<file path="src/rtl/fp_pkg.sv">
// Shared types and width helpers for the FP normalize/round back end.
package fp_pkg;
  typedef enum logic [1:0] {RNE = 2'd0, RTZ = 2'd1, RDN = 2'd2, RUP = 2'd3} rm_e;

  typedef struct packed {
    logic ovf;
    logic uf;
    logic inexact;
    logic zero;
  } fp_flags_t;

  localparam int FP_M   = 23;
  localparam int FP_MW  = 2*FP_M + 3;
  localparam int FP_LZW = $clog2(FP_MW);

  function automatic int mant_w(input int m);
    return 2*m + 3;
  endfunction

  function automatic int lz_w(input int m);
    return $clog2(2*m + 3);
  endfunction

  function automatic int exp_ones(input int e);
    return (1 << e) - 1;
  endfunction
endpackage

</file>
<file path="src/rtl/fp_lzc.sv">
// Leading-zero counter from the MSB; count is don't-care when all_zero is set.
module fp_lzc #(
  parameter int WIDTH = 49,
  parameter int CW    = $clog2(WIDTH)
) (
  input  logic [WIDTH-1:0] d,
  output logic [CW-1:0]    count,
  output logic             all_zero
);
  logic found;

  always_comb begin
    count = '0;
    found = 1'b0;
    for (int i = WIDTH-1; i >= 0; i--) begin
      if (!found) begin
        if (d[i]) found = 1'b1;
        else      count = count + CW'(1);
      end
    end
  end

  assign all_zero = ~|d;
endmodule

</file>
<file path="src/rtl/fp_normalize_round_pipe.sv">
// Three-stage multi-lane normalize/round/pack back end with valid/ready flow.
// Define FP_NORM_SUBNORMAL_EN to emit subnormals instead of flushing to zero.
module fp_normalize_round_pipe
  import fp_pkg::*;
#(
  parameter int M     = 23,
  parameter int E     = 8,
  parameter int LANES = 1,
  parameter int TAG_W = 8
) (
  input  logic                     clk,
  input  logic                     rst,
  input  logic                     in_valid,
  output logic                     in_ready,
  input  logic [LANES-1:0]         in_sign,
  input  logic [LANES*(2*M+3)-1:0] in_m,
  input  logic [LANES*(E+2)-1:0]   in_e,
  input  logic [1:0]               in_rm,
  input  logic [TAG_W-1:0]         in_tag,
  output logic                     out_valid,
  input  logic                     out_ready,
  output logic [LANES-1:0]         out_sign,
  output logic [LANES*E-1:0]       out_e,
  output logic [LANES*M-1:0]       out_m,
  output logic [LANES*4-1:0]       out_flags,
  output logic [TAG_W-1:0]         out_tag
);
  localparam int MW = mant_w(M);
  localparam int LW = lz_w(M);
  localparam int EW = E + 3;
  localparam logic signed [EW-1:0] EMAX  = EW'(exp_ones(E));
  localparam logic signed [EW-1:0] EZERO = '0;

  logic [LANES-1:0][MW-1:0]  m_in;
  logic [LANES-1:0][E+1:0]   e_in;
  assign m_in = in_m;
  assign e_in = in_e;

  // Each stage loads when empty or when its successor loads.
  logic [3:1] vld_pipe;
  logic ld1, ld2, ld3;
  assign ld3       = !vld_pipe[3] || out_ready;
  assign ld2       = !vld_pipe[2] || ld3;
  assign ld1       = !vld_pipe[1] || ld2;
  assign in_ready  = ld1;
  assign out_valid = vld_pipe[3];

  logic [LANES-1:0]          s1_sign, s1_zero, az_c;
  logic [LANES-1:0][MW-1:0]  s1_m;
  logic [LANES-1:0][E+1:0]   s1_e;
  logic [LANES-1:0][LW-1:0]  s1_lz, lz_c;
  rm_e                       s1_rm, s2_rm;
  logic [TAG_W-1:0]          s1_tag, s2_tag;

  logic [LANES-1:0]          s2_sign, s2_zero, s2_guard, s2_sticky, guard_c, sticky_c;
  logic [LANES-1:0][M:0]     s2_kept, kept_c;
  logic [LANES-1:0][EW-1:0]  s2_e, ep_c;

  logic [LANES-1:0][E-1:0]   oe_c, o_e;
  logic [LANES-1:0][M-1:0]   om_c, o_m;
  fp_flags_t [LANES-1:0]     fl_c, o_fl;

  assign out_e     = o_e;
  assign out_m     = o_m;
  assign out_flags = o_fl;

  always_ff @(posedge clk) begin
    if (rst) begin
      vld_pipe <= '0;
      s1_sign <= '0; s1_zero <= '0; s1_m <= '0; s1_e <= '0; s1_lz <= '0;
      s1_rm <= RNE; s1_tag <= '0;
      s2_sign <= '0; s2_zero <= '0; s2_guard <= '0; s2_sticky <= '0;
      s2_kept <= '0; s2_e <= '0; s2_rm <= RNE; s2_tag <= '0;
      out_sign <= '0; o_e <= '0; o_m <= '0; o_fl <= '0; out_tag <= '0;
    end else begin
      if (ld1) vld_pipe[1] <= in_valid;
      if (ld2) vld_pipe[2] <= vld_pipe[1];
      if (ld3) vld_pipe[3] <= vld_pipe[2];
      if (ld1 && in_valid) begin
        s1_sign <= in_sign; s1_m <= m_in; s1_e <= e_in; s1_lz <= lz_c;
        s1_zero <= az_c; s1_rm <= rm_e'(in_rm); s1_tag <= in_tag;
      end
      if (ld2 && vld_pipe[1]) begin
        s2_sign <= s1_sign; s2_zero <= s1_zero; s2_guard <= guard_c;
        s2_sticky <= sticky_c; s2_kept <= kept_c; s2_e <= ep_c;
        s2_rm <= s1_rm; s2_tag <= s1_tag;
      end
      if (ld3 && vld_pipe[2]) begin
        out_sign <= s2_sign; o_e <= oe_c; o_m <= om_c; o_fl <= fl_c; out_tag <= s2_tag;
      end
    end
  end

  for (genvar i = 0; i < LANES; i++) begin : g_lane
    logic [MW-1:0]          nrm;
    logic [M:0]             kept;
    logic                   grd, stk, inc, to_inf, lane_unused;
    logic [M+1:0]           sum;
    logic signed [EW-1:0]   ep, er;
    logic [E-1:0]           oe;
    logic [M-1:0]           om;
    fp_flags_t              fl;
`ifdef FP_NORM_SUBNORMAL_EN
    logic [M+2:0]           v, vs;
    logic [EW-1:0]          sh;
`endif

    fp_lzc #(.WIDTH(MW), .CW(LW)) u_lzc (
      .d(m_in[i]), .count(lz_c[i]), .all_zero(az_c[i])
    );

    // Hidden bit lands on the carry position; exponent rebiased to match.
    assign nrm         = s1_m[i] << s1_lz[i];
    assign kept_c[i]   = nrm[MW-1 -: M+1];
    assign guard_c[i]  = nrm[M+1];
    assign sticky_c[i] = |nrm[M:0];
    assign ep_c[i]     = {s1_e[i][E+1], s1_e[i]} + EW'(1) - {{(EW-LW){1'b0}}, s1_lz[i]};

    always_comb begin
      ep   = $signed(s2_e[i]);
      kept = s2_kept[i];
      grd  = s2_guard[i];
      stk  = s2_sticky[i];
`ifdef FP_NORM_SUBNORMAL_EN
      v  = '0;
      vs = '0;
      sh = '0;
      if (ep <= EZERO) begin
        // Denormalize: the sticky slot only absorbs, it never moves up.
        sh   = EW'(1) - s2_e[i];
        v    = {kept, grd, stk};
        vs   = v >> sh;
        kept = vs[M+2:2];
        grd  = vs[1];
        stk  = vs[0] | (|(v & ~({(M+3){1'b1}} << sh)));
      end
`endif
      case (s2_rm)
        RNE:     inc = grd & (stk | kept[0]);
        RTZ:     inc = 1'b0;
        RDN:     inc = s2_sign[i] & (grd | stk);
        default: inc = ~s2_sign[i] & (grd | stk);
      endcase
      sum    = {1'b0, kept} + {{(M+1){1'b0}}, inc};
      er     = ep + $signed({{(EW-1){1'b0}}, sum[M+1]});
      to_inf = (s2_rm == RNE) || (s2_rm == RDN && s2_sign[i]) || (s2_rm == RUP && !s2_sign[i]);
      oe         = er[E-1:0];
      om         = sum[M-1:0];
      fl         = '0;
      fl.inexact = grd | stk;
      if (s2_zero[i]) begin
        oe      = '0;
        om      = '0;
        fl      = '0;
        fl.zero = 1'b1;
      end else if (er >= EMAX) begin
        fl.ovf     = 1'b1;
        fl.inexact = 1'b1;
        oe = to_inf ? E'(exp_ones(E)) : E'(exp_ones(E) - 1);
        om = to_inf ? '0 : '1;
      end else if (ep <= EZERO) begin
`ifdef FP_NORM_SUBNORMAL_EN
        oe      = sum[M] ? E'(1) : '0;
        om      = sum[M-1:0];
        fl.uf   = fl.inexact;
        fl.zero = (sum == '0);
`else
        oe         = '0;
        om         = '0;
        fl.uf      = 1'b1;
        fl.zero    = 1'b1;
        fl.inexact = 1'b1;
`endif
      end
    end

    assign lane_unused = sum[M];
    assign oe_c[i] = oe;
    assign om_c[i] = om;
    assign fl_c[i] = fl;
  end
endmodule

</file>
<file path="config.mk">
export PLATFORM = sky130hd
export DESIGN_NAME = fp_normalize_round_pipe
export DESIGN_NICKNAME = d
export VERILOG_FILES = /design/src/rtl/fp_pkg.sv /design/src/rtl/fp_lzc.sv /design/src/rtl/fp_normalize_round_pipe.sv
export SDC_FILE = /design/constraint.sdc
export NUM_CORES = 1
export LEC_CHECK = 0
export CORE_MARGIN = 3
export CORE_UTILIZATION = 55
export CTS_BUF_LIST = sky130_fd_sc_hd__clkbuf_8 sky130_fd_sc_hd__clkbuf_16
export DETAILED_ROUTE_END_ITERATION = 6
export PLACE_DENSITY_LB_ADDON = 0.05
export SYNTH_ARGS = -nofsm -noshare
export SYNTH_HDL_FRONTEND = slang
export SYNTH_SLANG_ARGS = --single-unit
</file>
<file path="constraint.sdc">
create_clock -name clk -period 74.2 [get_ports clk]
set_input_delay 11.13 -clock clk [delete_from_list [all_inputs] [get_ports clk]]
set_output_delay 11.13 -clock clk [all_outputs]
set_load 0.02 [all_outputs]
</file>
==> qor.json <==
{
  "cts-root-buf": "sky130_fd_sc_hd__clkbuf_16",
  "finalWeightedCongestion": 0.943,
  "floorplan.initialDensity_pct": 56.8,
  "insertedDiodeCount": 0,
  "timing.final.crit_period_ns": 35.08,
  "cts_repair_resize_count": 0,
  "cpMostUsedCell": "sky130_fd_sc_hd__ha_1",
  "synth_seq_cells": 173,
  "tightestPinTransition_ns": 1.11,
  "global_route.usage.total_pct": 26.1,
  "globalRoute.totalOverflow": 0,
  "finalHoldViolCount": 0,
  "count_of_yosys_warnings_during_synthesis": 0,
  "sequential_cell_area_mm2": 0.00347,
  "critPathKind": "input port to register",
  "layout-drive-gt1-share_pct": 6.82,
  "finalClockSkew_ns": 0.0161,
  "ys_seq_area_share_pct": 21.6,
  "crit_path_top_delay_cell": "sky130_fd_sc_hd__clkdlybuf4s50_1",
  "synthToLayoutAreaGrowth_pct": 12.1,
  "dr.pass1.iters": 5,
  "ys.flop_type": "sky130_fd_sc_hd__dfxtp_1",
  "rsz0062_at_grt": "no",
  "crit_path_max_incr_delay_ns": 0.59,
  "vias": 15538,
  "synth_enable_flop_cells": 0,
  "maxSlewViolCount": 0,
  "grt_pass1_wl_um": 69000,
  "final_critical_path_setup_slack_ns": 39.12,
  "postSynth.asyncResetShare_pct": 0,
  "io_buffer_count": 119,
  "fp.dieArea_mm2": 0.0312,
  "timing.slew.headroom_pct": 25.4,
  "worstPathArrival_ns": 35.37,
  "wl_per_cell_um": 16.0,
  "grt_antenna_before_repair": 0,
  "netlist_area_mm2": 0.0160,
  "area_share_of_the_leading_cell_type_in_the_synthesized_netlist_pct": 21.6,
  "setup_viol": 0,
  "place.detailed.hpwl_um": 31500,
  "finalNetCount": 2355,
  "ctsLongestPathBuffers": 2,
  "detail_route.drc_violations": 0,
  "status": "finished clean",
  "irDropWorstVdd_mv": 0.0131,
  "setup.reg_to_reg.worst_slack_ns": 68.89,
  "fp.dieH_um": 177,
  "post-synth-top-area-cell": "sky130_fd_sc_hd__dfxtp_1",
  "cts-buffers-inserted": 17,
  "post-route-util_pct": 63.7,
  "first_global_vias": 14026,
  "htree_levels": 4,
  "maximum_number_of_pins_on_one_net_before_global_route_repair": 102,
  "achievable-frequency_ghz": 0.0285,
  "hold_class": "register to register",
  "timing.setup.tns_ns": 0,
  "worst_skew_pair.late_latency_ns": 0.44,
  "post_drt_via_cell_ratio": 5.96,
  "placeableCoreArea_mm2": 0.0282,
  "detailedPlace.worstSlack_ns": 38.94,
  "critical_path_peak_fanout": 9,
  "final_ant_viol_nets": 0,
  "p_leak_nw": 6.93,
  "postCtsSetupRepairBufs": 0,
  "totalWireLength_um": 41700,
  "synthesis.area_per_instance_um2": 7.30,
  "cts_tree": "yes",
  "layout_fillers": 2638,
  "holdBufCountCts": 0,
  "drt_first_iter_violations": 1195,
  "postSynthCellCount": 2195,
  "syn_nets": 2335,
  "p_per_area_mw_per_mm2": 14.4,
  "synth.area.top_cells": "sky130_fd_sc_hd__dfxtp_1 22%, sky130_fd_sc_hd__nand2_1 10%, sky130_fd_sc_hd__a21oi_1 6.5%",
  "most_numerous_cell_types_in_the_synthesized_netlist": "427 x sky130_fd_sc_hd__nand2_1, 236 x sky130_fd_sc_hd__nor2_1, 207 x sky130_fd_sc_hd__a21oi_1, 173 x sky130_fd_sc_hd__dfxtp_1, 113 x sky130_fd_sc_hd__clkbuf_1",
  "yosysMostFrequentCell": "sky130_fd_sc_hd__nand2_1",
  "timing.critical_path.required_ns": 74.49,
  "timing.hold.ws_ns": 0.441,
  "critical_path.endpoint_type": "register",
  "synth_cell_types": 97,
  "start_kind": "input port",
  "cts.clk_slew.worst_paths_ns": 0.08,
  "die_w_um": 177,
  "timing.final.crit_share_pct": 47.3,
  "number_of_ports_placed_on_the_die_boundary": 120,
  "placement_rows": 61,
  "maxcap_violations": 0,
  "multiInputGateArea_mm2": 0.0119,
  "cts_sink_cnt": 173
}
-- metrics by stage --
stage,cell area [um2],cells,power [mW]
after detailed placement,17300,2574,0.166
after floorplan,16000,2195,0.148
after global routing,18000,2606,0.272
after CTS,18000,2606,0.260
after global placement,17300,2574,0.165
final,18000,2606,0.259
-- area by class of cell --
| type | count | area share (%) |
|---|---|---|
| repair buffers | 134 | 7.24 |
| clock inverters | 15 | 1.20 |
| well taps | 378 | 2.63 |
| multi-input cells | 1829 | 66.0 |
| inverters | 60 | 1.25 |
| flip-flops and latches | 173 | 19.3 |
| clock buffers | 17 | 2.37 |
-- state kept, by name, summed over array words and instances, names as in the netlist, 2 cells and up --
register / flops
s1_e: 10
g_lane.kept: 24
s1_tag: 8
out_tag: 8
vld_pipe: 3
s1_rm: 2
s1_m: 49
s2_rm: 2
out_flags: 4
out_m: 23
out_e: 8
s2_tag: 8
s1_lz: 6
g_lane.ep: 11
-- report_power, final --
part	internal (mW)	leakage (nW)	switching (mW)
Sequential	0.0972	1.41	0.00428
Combinational	0.0263	5.21	0.0372
Clock	0.0493	0.309	0.0443
Total	0.173	6.93	0.0858
-- routing by layer --
metal	vias up	share of wire [%]	GRT usage, %
met5	-	0	0
met4	0	1.3	5.70
met3	46	4.9	2.70
met2	436	48	44.4
met1	7272	46	35.9
li1	7784	-	-
-- path summary, 6_finish.rpt --
path,from,end,cells past startpoint
max,in_m[48],s1_lz[4],125
min,s2_tag[7],out_tag[7],2
max reg2reg,s2_rm[1],out_m[6],25
min reg2reg,s2_tag[7],out_tag[7],2
-- cell families after synthesis --
family          share of synthesized area (%)
fa+ha+maj                                5.26
compound gates                           19.4
mux                                      10.7
flops                                    21.6
simple gates                             27.2
xor+xnor                                 11.2
buf+inv                                  4.56
-- critical path, delay by kind of cell --
kind            cells  cell delay [ns]
compound gates     45             7.74
fa+ha+maj          24             6.98
simple gates       35             5.35
mux                13             2.39
xor+xnor            5             0.97
buf+inv             3             0.75
-- placed cells by master, fill, tap and decap left out, types with 53 or more instances in the layout --
cell type / instances
sky130_fd_sc_hd__xor2_1: 53
sky130_fd_sc_hd__mux2i_1: 79
sky130_fd_sc_hd__xnor2_1: 87
sky130_fd_sc_hd__a21oi_1: 207
sky130_fd_sc_hd__clkdlybuf4s50_1: 118
sky130_fd_sc_hd__nand2_1: 426
sky130_fd_sc_hd__ha_1: 65
sky130_fd_sc_hd__dfxtp_1: 171
sky130_fd_sc_hd__nor2_1: 236
sky130_fd_sc_hd__o21ai_0: 107
sky130_fd_sc_hd__inv_1: 58
Note: power is estimated with default switching activity, not from simulation.
